File: src/rtl/time_set_ctrl.sv
// ---------------------------------------------------------------------------
// time_set_ctrl
//   Mode/adjust controller for the HH:MM:SS clock datapath. Two raw push
//   buttons are synchronised and debounced. Mode presses step the controller
//   RUN -> SET_HOUR -> SET_MIN -> RUN. Inc presses in a SET state produce
//   single-cycle adjust pulses. Seconds counting is gated while setting, and
//   the digits being set blink at half the 1 Hz tick rate. A SET state with no
//   press activity for TIMEOUT_S ticks returns to RUN on its own.
//
//   Optional feature: define AUTO_REPEAT_EN to make a held inc button issue
//   an extra adjust pulse every REPEAT_CYCLES clocks after the press.
//
// Parameters
//   DEBOUNCE_CYCLES  stable clocks needed before a button level is accepted
//   TIMEOUT_S        idle enable1hz ticks before a SET state falls back to RUN
//   REPEAT_CYCLES    auto-repeat period (used only with AUTO_REPEAT_EN)
//
// Ports
//   clock      in   system clock
//   reset      in   asynchronous active-high reset
//   enable1hz  in   one-cycle tick per second
//   btn_mode   in   raw mode button, active-high, asynchronous
//   btn_inc    in   raw increment button, active-high, asynchronous
//   mode       out  00 RUN, 01 SET_HOUR, 10 SET_MIN (also the FSM state)
//   run_en     out  1 while in RUN: seconds counter may advance
//   inc_min    out  one-cycle minute adjust pulse
//   inc_hour   out  one-cycle hour adjust pulse
//   clr_sec    out  one-cycle pulse clearing seconds on SET_MIN -> RUN
//   blank_h    out  blank hour digits (blink phase in SET_HOUR)
//   blank_m    out  blank minute digits (blink phase in SET_MIN)
// ---------------------------------------------------------------------------
module time_set_ctrl #(
   parameter int DEBOUNCE_CYCLES = 1_000_000,
   parameter int TIMEOUT_S       = 30,
   parameter int REPEAT_CYCLES   = 12_500_000
) (
   input  logic       clock,
   input  logic       reset,
   input  logic       enable1hz,
   input  logic       btn_mode,
   input  logic       btn_inc,
   output logic [1:0] mode,
   output logic       run_en,
   output logic       inc_min,
   output logic       inc_hour,
   output logic       clr_sec,
   output logic       blank_h,
   output logic       blank_m
);

   localparam int DB_W = $clog2(DEBOUNCE_CYCLES + 1);
   localparam int TO_W = $clog2(TIMEOUT_S + 1);

   typedef enum logic [1:0] {
      RUN      = 2'b00,
      SET_HOUR = 2'b01,
      SET_MIN  = 2'b10
   } state_t;

   state_t state, state_nxt;

   // Bit 0 = mode button, bit 1 = inc button.
   logic [1:0]      sync1, sync2, deb, deb_q;
   logic [DB_W-1:0] db_cnt [2];
   logic            mode_ev, inc_ev, rep_ev, any_press;
   logic            in_set, inc_req, timeout_hit, state_chg;
   logic [TO_W-1:0] to_cnt;
   logic            blink_phase;

   // ---------------- synchroniser + debouncer ----------------
   always_ff @(posedge clock or posedge reset) begin
      if (reset) begin
         sync1 <= '0;
         sync2 <= '0;
         deb   <= '0;
         deb_q <= '0;
         for (int i = 0; i < 2; i++) db_cnt[i] <= '0;
      end else begin
         sync1 <= {btn_inc, btn_mode};
         sync2 <= sync1;
         deb_q <= deb;
         for (int i = 0; i < 2; i++) begin
            // Count consecutive cycles in which the synchronised level
            // disagrees with the accepted one; any agreement restarts it.
            if (sync2[i] != deb[i]) begin
               if (db_cnt[i] == DB_W'(DEBOUNCE_CYCLES - 1)) begin
                  deb[i]    <= sync2[i];
                  db_cnt[i] <= '0;
               end else begin
                  db_cnt[i] <= db_cnt[i] + 1'b1;
               end
            end else begin
               db_cnt[i] <= '0;
            end
         end
      end
   end

   assign mode_ev   = deb[0] & ~deb_q[0];
   assign inc_ev    = deb[1] & ~deb_q[1];
   assign in_set    = (state != RUN);
   assign any_press = mode_ev | inc_ev | rep_ev;
   // Mode press wins over a simultaneous inc press or repeat.
   assign inc_req   = in_set & (inc_ev | rep_ev) & ~mode_ev;
   // A press in the same cycle as the final tick keeps the SET state.
   assign timeout_hit = in_set & enable1hz & ~any_press &
                        (to_cnt == TO_W'(TIMEOUT_S - 1));
   assign state_chg = (state_nxt != state);

   // ---------------- optional auto-repeat ----------------
`ifdef AUTO_REPEAT_EN
   localparam int RP_W = $clog2(REPEAT_CYCLES + 1);
   logic            rep_act;
   logic [RP_W-1:0] rep_cnt;

   // Armed only by an accepted press in the current SET state, so a button
   // already held when a SET state is entered does not repeat.
   assign rep_ev = rep_act & deb[1] & (rep_cnt == RP_W'(REPEAT_CYCLES - 1));

   always_ff @(posedge clock or posedge reset) begin
      if (reset) begin
         rep_act <= 1'b0;
         rep_cnt <= '0;
      end else if (state_chg || !deb[1]) begin
         rep_act <= 1'b0;
         rep_cnt <= '0;
      end else if (inc_req) begin
         rep_act <= 1'b1;
         rep_cnt <= '0;
      end else if (rep_act) begin
         rep_cnt <= rep_cnt + 1'b1;
      end
   end
`else
   // Repeat disabled; the parameter is referenced only so both builds share
   // one interface.
   assign rep_ev = 1'b0 && (REPEAT_CYCLES > 0);
`endif

   // ---------------- FSM: state register ----------------
   always_ff @(posedge clock or posedge reset) begin
      if (reset) state <= RUN;
      else       state <= state_nxt;
   end

   // ---------------- FSM: next state ----------------
   always_comb begin
      state_nxt = state;
      case (state)
         RUN:      if (mode_ev) state_nxt = SET_HOUR;
         SET_HOUR: if (mode_ev) state_nxt = SET_MIN;
                   else if (timeout_hit) state_nxt = RUN;
         SET_MIN:  if (mode_ev || timeout_hit) state_nxt = RUN;
         default:  state_nxt = RUN;
      endcase
   end

   // ---------------- FSM: output decode ----------------
   always_comb begin
      mode    = state;
      run_en  = (state == RUN);
      blank_h = (state == SET_HOUR) & blink_phase;
      blank_m = (state == SET_MIN)  & blink_phase;
   end

   // ---------------- registered pulses ----------------
   always_ff @(posedge clock or posedge reset) begin
      if (reset) begin
         inc_hour <= 1'b0;
         inc_min  <= 1'b0;
         clr_sec  <= 1'b0;
      end else begin
         inc_hour <= inc_req & (state == SET_HOUR);
         inc_min  <= inc_req & (state == SET_MIN);
         // Only a mode press leaving SET_MIN clears seconds, not a timeout.
         clr_sec  <= (state == SET_MIN) & mode_ev;
      end
   end

   // ---------------- timeout counter and blink phase ----------------
   always_ff @(posedge clock or posedge reset) begin
      if (reset) begin
         to_cnt      <= '0;
         blink_phase <= 1'b0;
      end else begin
         if (state_chg || any_press || !in_set) to_cnt <= '0;
         else if (enable1hz)                    to_cnt <= to_cnt + 1'b1;

         if (state_chg)                  blink_phase <= 1'b0;
         else if (in_set && enable1hz)   blink_phase <= ~blink_phase;
      end
   end

endmodule
File: config.mk
export PLATFORM = sky130hd
export DESIGN_NAME = time_set_ctrl
export DESIGN_NICKNAME = d
export VERILOG_FILES = /design/src/rtl/time_set_ctrl.sv
export SDC_FILE = /design/constraint.sdc
export NUM_CORES = 1
export LEC_CHECK = 0
export BUFFER_PORTS_ARGS = -buffer_cell sky130_fd_sc_hd__buf_2
export CAP_MARGIN = 20
export CORE_MARGIN = 4
export CORE_UTILIZATION = 55
export CTS_CLUSTER_SIZE = 30
export DETAILED_ROUTE_END_ITERATION = 16
export GPL_TIMING_DRIVEN = 1
export PLACE_DENSITY = 0.78
export SETUP_SLACK_MARGIN = 0.3
export SLEW_MARGIN = 20
export SYNTH_ARGS = -nofsm -noshare
export SYNTH_HDL_FRONTEND = slang
export SYNTH_SLANG_ARGS = --single-unit
File: constraint.sdc
create_clock -name clock -period 1.9 [get_ports clock]
set_clock_uncertainty 0.2 [all_clocks]
set_input_delay 0.38 -clock clock [delete_from_list [all_inputs] [get_ports clock]]
set_output_delay 0.38 -clock clock [all_outputs]
set_load 0.05 [all_outputs]
-- After elaboration in Yosys (flattened, before gate mapping)
Index checks and enable logic that the tools add are counted.
Widths: inputs -> output; s select.
- bits in writable memories: 0
- memories kept: 0
- bits in latches: 0
- word-level logic and storage cells: 66
- output and inout bits: 8
- bits in registers: 59
- input port bits: 5
- bits in read-only memories: 0
- shift-type cells: 0
- divide/modulo/power cells: 0
- mux-type cells: 13
- $mul: 0
- add/subtract/negate cells: 3
- reductions and logical operators: 11
- equality and inequality tests: 8
- magnitude comparators: 0
- bitwise logic cells: 18
- operator list (kind ; count):
    $mux 20 ; 4
    $add 20x1->20 const B ; 2
    $eq 20x20->1 const B ; 2
    $and 1x1->1 ; 12
    $mux 5 ; 2
    $mux 2 ; 4
    $pmux 2 s3 ; 1
    $reduce_bool 2->1 ; 3
    $add 5x1->5 const B ; 1
    $eq 5x5->1 const B ; 1
    $not 1->1 ; 5
    $reduce_and 2->1 ; 2
    $logic_or 1x1->1 ; 3
    $eq 2x1->1 const B ; 1
    $eq 2x2->1 const B ; 1
    $logic_not 2->1 ; 1
    $mux 1 ; 2
    $ne 1x1->1 ; 2
    $ne 2x2->1 ; 1
    $logic_and 1x1->1 ; 1
    $logic_not 1->1 ; 1
    $or 1x1->1 ; 1

-- Depth between registers and ports, before layout
Gate-level depths: netlist (run 1).
- word-level depth: 13
- mapped depth: 6
- depth with buffers taken out: 6

-- Least setup slack after synthesis (run 1)
Ideal clock, no wire load.
- path type: flip-flop to output port
- from: register state[1], in the netlist mode[1]
- to: output port blank_m
- stages on the path, launching flop included: 3
- arrival time: 1.568 ns
- buffers on the path: 0
- slack: -0.248 ns
- data required time: 1.320 ns
- path through: dfrtp_1 -> nand2b_1 -> nor2_1
- cells in the longest elaborated chain, start to end: 2
- RTL lines (item ; line ; text):
    start: declaration ; 60 ; state_t state, state_nxt;
    start signal: assignment ; 143 ; else state <= state_nxt;
    $eq 2x2->1 ; 163 ; blank_m = (state == SET_MIN) & blink_phase;
    $and 1x1->1 ; 163 ;
    end: declaration ; 48 ; output logic blank_m
No other way between the ends.

-- Worst setup path in the final report (run 1)
- from: register db_cnt[31] (netlist name)
- to: register db_cnt[23] (netlist name)
- cells in the longest elaborated chain, start to end: 3
- RTL lines (item ; line ; text):
    start: declaration ; 64 ; logic [DB_W-1:0] db_cnt [2];
    start signal: indexed assignment ; 90 ; db_cnt[i] <= db_cnt[i] + 1'b1;
    $eq 20x20->1 ; 86 ; if (db_cnt[i] == DB_W'(DEBOUNCE_CYCLES - 1)) begin
    $mux 20 ; 86 ;
    $mux 20 ; 85 ; if (sync2[i] != deb[i]) begin
No other way between the ends.
A chain may end at the register's enable or synchronous reset.

==> impl_metrics.toml, run 1 <==
[critical_path]
cp_slowest_stage_delay_ps = 450
cp_data_arrival_time_ps = 2010
crit_fanout = 7
critPathRequiredTime_ps = 1930
path_cells = "nor4bb_2 > nand2_1 > o31ai_4 > buf_6 > buf_8 > nor2_1"
slowest_stage = "dfrtp_1"
cp-start-kind = "flop"
end_kind = "flop"
path_class = "reg -> reg"

[clock_tree]
clock_sinks = 59
cts-buffers-inserted = 9
htreeDepth = 3
cts_tree = "yes"
clk_pin_slew_worst_paths_ps = 70
root_buffer = "clkbuf_8"
cts_buffer_depth = 2
insertion_delay_ps = 360

[final_layout]
syn2layout_area_growth_pct = 45.6
utilization = 0.843
layout.cells.non_filler = 422
final_cell_mix = "dfrtp_1 (49), buf_4 (45), nor2_1 (21)"
final_common_cell = "dfrtp_1"
multiInputGateArea_um2 = 1640
drive_gt1_frac = 0.439
layout.area.seq_um2 = 1490
antenna_cells = 0
fillers = 214
final_area_um2 = 4090
fin_nets = 359

[yosys]
syn_area_per_cell_um2 = 10.4
synthSimpleGateAreaFrac = 0.257
synthesis.area_um2 = 2810
synth.distinct_cells = 40
synthCells = 269
synth_compound_area_frac = 0.0504
yosys_warnings = 0
ys.flop_type = "dfrtp_1"
synth-seq-cells = 59
synth_seq_area_share = 0.526
synth_top_family_by_area = "simple AND/OR/NAND/NOR gates"
synthesis.nets = 278
synth_edf_count = 0
synth-adder-area-share = 0.0178
synth_xor_area_frac = 0.109
synthMuxAreaShare = 0.0223
async_reset_ff_frac = 1.00

[route]
routed_wl_um = 8830
wl_per_cell_um = 20.9
top_layer = "met4"
route.met2.wl_um = 4350
vias_per_cell = 6.37
drtAntennaViolNets = 0
met3WireLength_um = 806
dr.first_iter.drc_count = 239
met1Wirelength_um = 3250
drc = 0
vias = 2690
dr.pass1.iters = 5

[place]
place_congestion = 0.839
numPortBuffers = 12
place.detailed.hpwl_um = 3850
placed_area_um2 = 3230
place_inst = 371

[global_routing]
antenna_found_initial = 0
grt_max_degree = 60
grt_first_pass_wirelength_um = 11200
grt_overflow = 0
track_usage = 0.230
grt_pass1_vias = 2343

[outcome]
violations = "negative setup slack"
status = "finished with violations"

[hold_path]
hold_path.class = "reg -> reg"

[sta]
hold_slack_ps = 154
hold_viol = 0
finalMaxSlewViolations = 0
slew_headroom = 0.701
period_share = 1.04
max_freq_mhz = 504
worstMarginPinSlew_ps = 446
timing.final.ws_setup_ps = -82.5
rsz0062_at_grt = "true"
setup_viol = 31
post-route-min-period_ps = 1980
fin_setup_tns_ps = -1170

[die]
io_pins = 13
die_y_um = 79.5
dieArea_um2 = 6310
row_count = 25
coreArea_um2 = 4850
die_w_um = 79.5
start_util = 0.579

[flow_run]
max-cap-violations = 0

[power]
cellPowerDensity_nw_per_um2 = 628
ir_drop_v = 0.000467
leakagePower_nw = 1.67
synthesized netlist by cell type (2+ instances only):
cell      count  area share
nand4_1      13       0.029
xor2_1       16       0.050
nand2_1      13       0.017
dfrtp_1      59        0.53
nor4_1        8       0.018
nand2b_1      5       0.011
xnor2_1      19       0.059
mux2_2        2      0.0080
and4_1        6       0.019
and3_1        2      0.0045
nor3_1        9       0.016
o21ai_0       8       0.014
mux2i_1       4       0.014
inv_1         9       0.012
or3_1         4      0.0089
ha_1          4       0.018
a21oi_1       6       0.011
nand3_1      14       0.025
nor4b_1       2      0.0062
nor2_1       46       0.061
worst paths after layout:
| path | startpoint | endpoint | slack [ps] | depth (start not counted) |
|---|---|---|---|---|
| worst max-delay path | db_cnt[31] | db_cnt[23] | -80 | 6 |
| worst min-delay path | sync1[1] | sync2[1] | 150 | 0 |
| worst max register to register | db_cnt[31] | db_cnt[23] | -80 | 6 |
| worst min register to register | sync1[1] | sync2[1] | 150 | 0 |
| max in group asynchronous | reset | db_cnt[10] | 740 | 4 |
| min in group asynchronous | reset | db_cnt[38] | 470 | 4 |
stage by stage:
step / setup slack (ps) / power [W]
after floorplan: 24.3 / 0.00136
after global placement: 0.479 / 0.00140
after detailed placement: -72.4 / 0.00140
after CTS: 6.20 / 0.00252
after global routing: -178 / 0.00263
final: -82.5 / 0.00257
state kept, by name, summed over array words and instances, names as in the netlist, 2 cells and up:
register / flops
deb_q: 2
sync1: 2
sync2: 2
db_cnt: 40
deb: 2
to_cnt: 5
mode: 2
layer usage:
metal / up-vias / track usage
li1: 1118 / -
met1: 1288 / 0.297
met2: 221 / 0.379
met3: 63 / 0.0621
met4: 0 / 0.0704
met5: - / 0
report_power, final:
group          switching, W  leakage [nW]  internal [W]  total [W]
clock              0.000528        0.0906      0.000607    0.00114
combinational     0.0000798         0.790     0.0000615   0.000141
sequential        0.0000183         0.794       0.00127    0.00129
total              0.000627          1.67       0.00194    0.00257
area by class of cell:
type,instances,share of cell area
tap,67,0.0205
multi-input combinational,198,0.401
timing repair buffer,73,0.159
clock inverter,4,0.0125
sequential,59,0.364
clock buffer,12,0.0331
inverter,9,0.00918
critical path: cells and delay by family (launching register included):
family | cells | cell delay, ps
and+or+nand+nor | 3 | 630
DFF | 1 | 450
buffers and inverters | 2 | 300
AOI/OAI and AO/OA | 1 | 280
kinds of logic after synthesis:
logic type | count (synthesis)
adder cells (fa/ha/maj) | 4
multiplexers | 6
buffers and inverters | 12
XOR/XNOR | 35
flip-flops | 59
AND/OR/NAND/NOR | 132
AO/OA/AOI/OAI | 21
timing repair:
item / CTS / global route
hold endpoints to repair: 61 / 0
setup endpoints to repair: 48 / 51
pin swaps: 17 / 14
gates resized for setup: 34 / 67
hold buffers: 3 / 0
setup buffers: 19 / 13
Note: power is estimated with default switching activity, not from simulation.
==> run 2, diff against run 1 <==
BUFFER_PORTS_ARGS = -buffer_cell sky130_fd_sc_hd__clkbuf_2   (was -buffer_cell sky130_fd_sc_hd__buf_2)
==> impl_metrics.toml, run 2 (synthesis results as in run 1) <==
[outcome]
status = "finished with violations"
violations = "negative setup slack"

[clock_tree]
cts_tree = "yes"
insertion_delay_ps = 360
clock_sinks = 59
cts-buffers-inserted = 9
cts_buffer_depth = 2
htreeDepth = 3
clk_pin_slew_worst_paths_ps = 70
root_buffer = "clkbuf_8"

[global_routing]
antenna_found_initial = 0
grt_max_degree = 25
track_usage = 0.266
grt_first_pass_wirelength_um = 12700
grt_pass1_vias = 2575
grt_overflow = 0

[place]
numPortBuffers = 12
place.detailed.hpwl_um = 3980
placed_area_um2 = 3260
place_congestion = 0.826
place_inst = 376

[power]
power.internal_w = 0.00231
cellPowerDensity_nw_per_um2 = 701
leakagePower_nw = 1.80
swShare = 0.222
switching_power_w = 0.000658
ir_drop_v = 0.000580
clkPwrFrac = 0.517
seqPwrFrac = 0.435
combPwrFrac = 0.049

[sta]
rsz0062_at_grt = "true"
finalMaxSlewViolations = 0
slew_headroom = 0.616
timing.final.ws_setup_ps = -166
hold_slack_ps = 154
max_freq_mhz = 484
period_share = 1.09
hold_viol = 0
setup_viol = 32
post-route-min-period_ps = 2070
fin_setup_tns_ps = -2830
worstMarginPinSlew_ps = 575

[final_layout]
fin_nets = 370
final_cell_mix = "dfrtp_1 (52), buf_4 (51), nor2_1 (30)"
layout.cells.non_filler = 433
reg_top3 = "db_cnt x40, to_cnt x5"
drive_gt1_frac = 0.451
final_area_um2 = 4240
final_common_cell = "dfrtp_1"
syn2layout_area_growth_pct = 50.8
largest_reg_flops = 40
regMostFlops = "db_cnt"
antenna_cells = 0

[route]
drtAntennaViolNets = 0
wl_per_cell_um = 24.9
vias = 2891
dr.first_iter.drc_count = 361
vias_per_cell = 6.68
dr.pass1.iters = 5
drc = 0
routed_wl_um = 10800

[die]
die_w_um = 79.5
coreArea_um2 = 4850
dieArea_um2 = 6310
die_y_um = 79.5
start_util = 0.579
io_pins = 13
row_count = 25

[critical_path]
cp_data_arrival_time_ps = 2100
cp-startpoint = "db_cnt[31]"
crit_fanout = 8
reg2reg_from = "db_cnt[31]"
path_cells = "nor4bb_1 > nand2_2 > o31ai_4 > buf_6 > nor2_1"
end_kind = "flop"
path_class = "reg -> reg"
cp-start-kind = "flop"
critPathRequiredTime_ps = 1940
cp_slowest_stage_delay_ps = 450
slowest_stage = "dfrtp_1"

[flow_run]
max-cap-violations = 0

[hold_path]
hold_path.class = "reg -> reg"
min_from = "sync1[1]"
## run 2: path summary, 6_finish.rpt
check / end / slack, ps / cells past startpoint
setup / recovery: db_cnt[23] / -170 / 5
hold / removal: sync2[1] / 150 / 0
setup reg to reg: db_cnt[23] / -170 / 5
hold reg to reg: sync2[1] / 150 / 0
max in group asynchronous: db_cnt[24] / 430 / 4
min in group asynchronous: blink_phase / 430 / 3
## run 2: worst max-delay path: cells and delay by family (launching register included)
family                 cells  cell delay (ps)
AOI/OAI and AO/OA          1              410
buffers and inverters      1              210
DFF                        1              450
and+or+nand+nor            3              690
## run 2: layout make-up
type / count / area [µm²]
clock inverters: 4 / 95.1
multi-input cells: 198 / 1610
well taps: 67 / 83.8
flip-flops and latches: 59 / 1490
fillers: 163 / 613
clock buffers: 12 / 165
repair buffers: 84 / 758
inverters: 9 / 37.5
## run 2: repair_timing
| item | 4_1_cts | 5_1_grt |
|---|---|---|
| setup endpoints to repair | 48 | 53 |
| hold buffers | 3 | 0 |
| buffers inserted | 23 | 13 |
| cloned | 2 | 0 |
| pin swaps | 15 | 16 |
| endpoints found under the hold margin | 24 | 0 |
| resized for setup | 50 | 43 |
## run 2: power groups by stage
stage,Sequential (W),Clock [W],Combinational [W]
floorplan,0.00131,0,0.0000592
global placement,0.00131,0,0.0000933
detailed placement,0.00131,0,0.0000947
CTS,0.00129,0.00148,0.000122
global route,0.00129,0.00158,0.000154
finish,0.00129,0.00153,0.000144
## run 2: routing by layer
metal	share of wire	track usage	vias up
li1	-	-	1135
met1	0.36	0.314	1395
met2	0.46	0.463	266
met3	0.097	0.0677	95
met4	0.082	0.105	0
met5	0	0	-
## run 2: metrics by stage
stage | worst slack [ps] | power, W | util
floorplan | 24.3 | 0.00136 | -
global placement | 23.2 | 0.00140 | 0.672
detailed placement | -58.0 | 0.00140 | 0.672
CTS | 2.28 | 0.00289 | 0.813
global route | -204 | 0.00303 | 0.874
finish | -166 | 0.00297 | 0.874
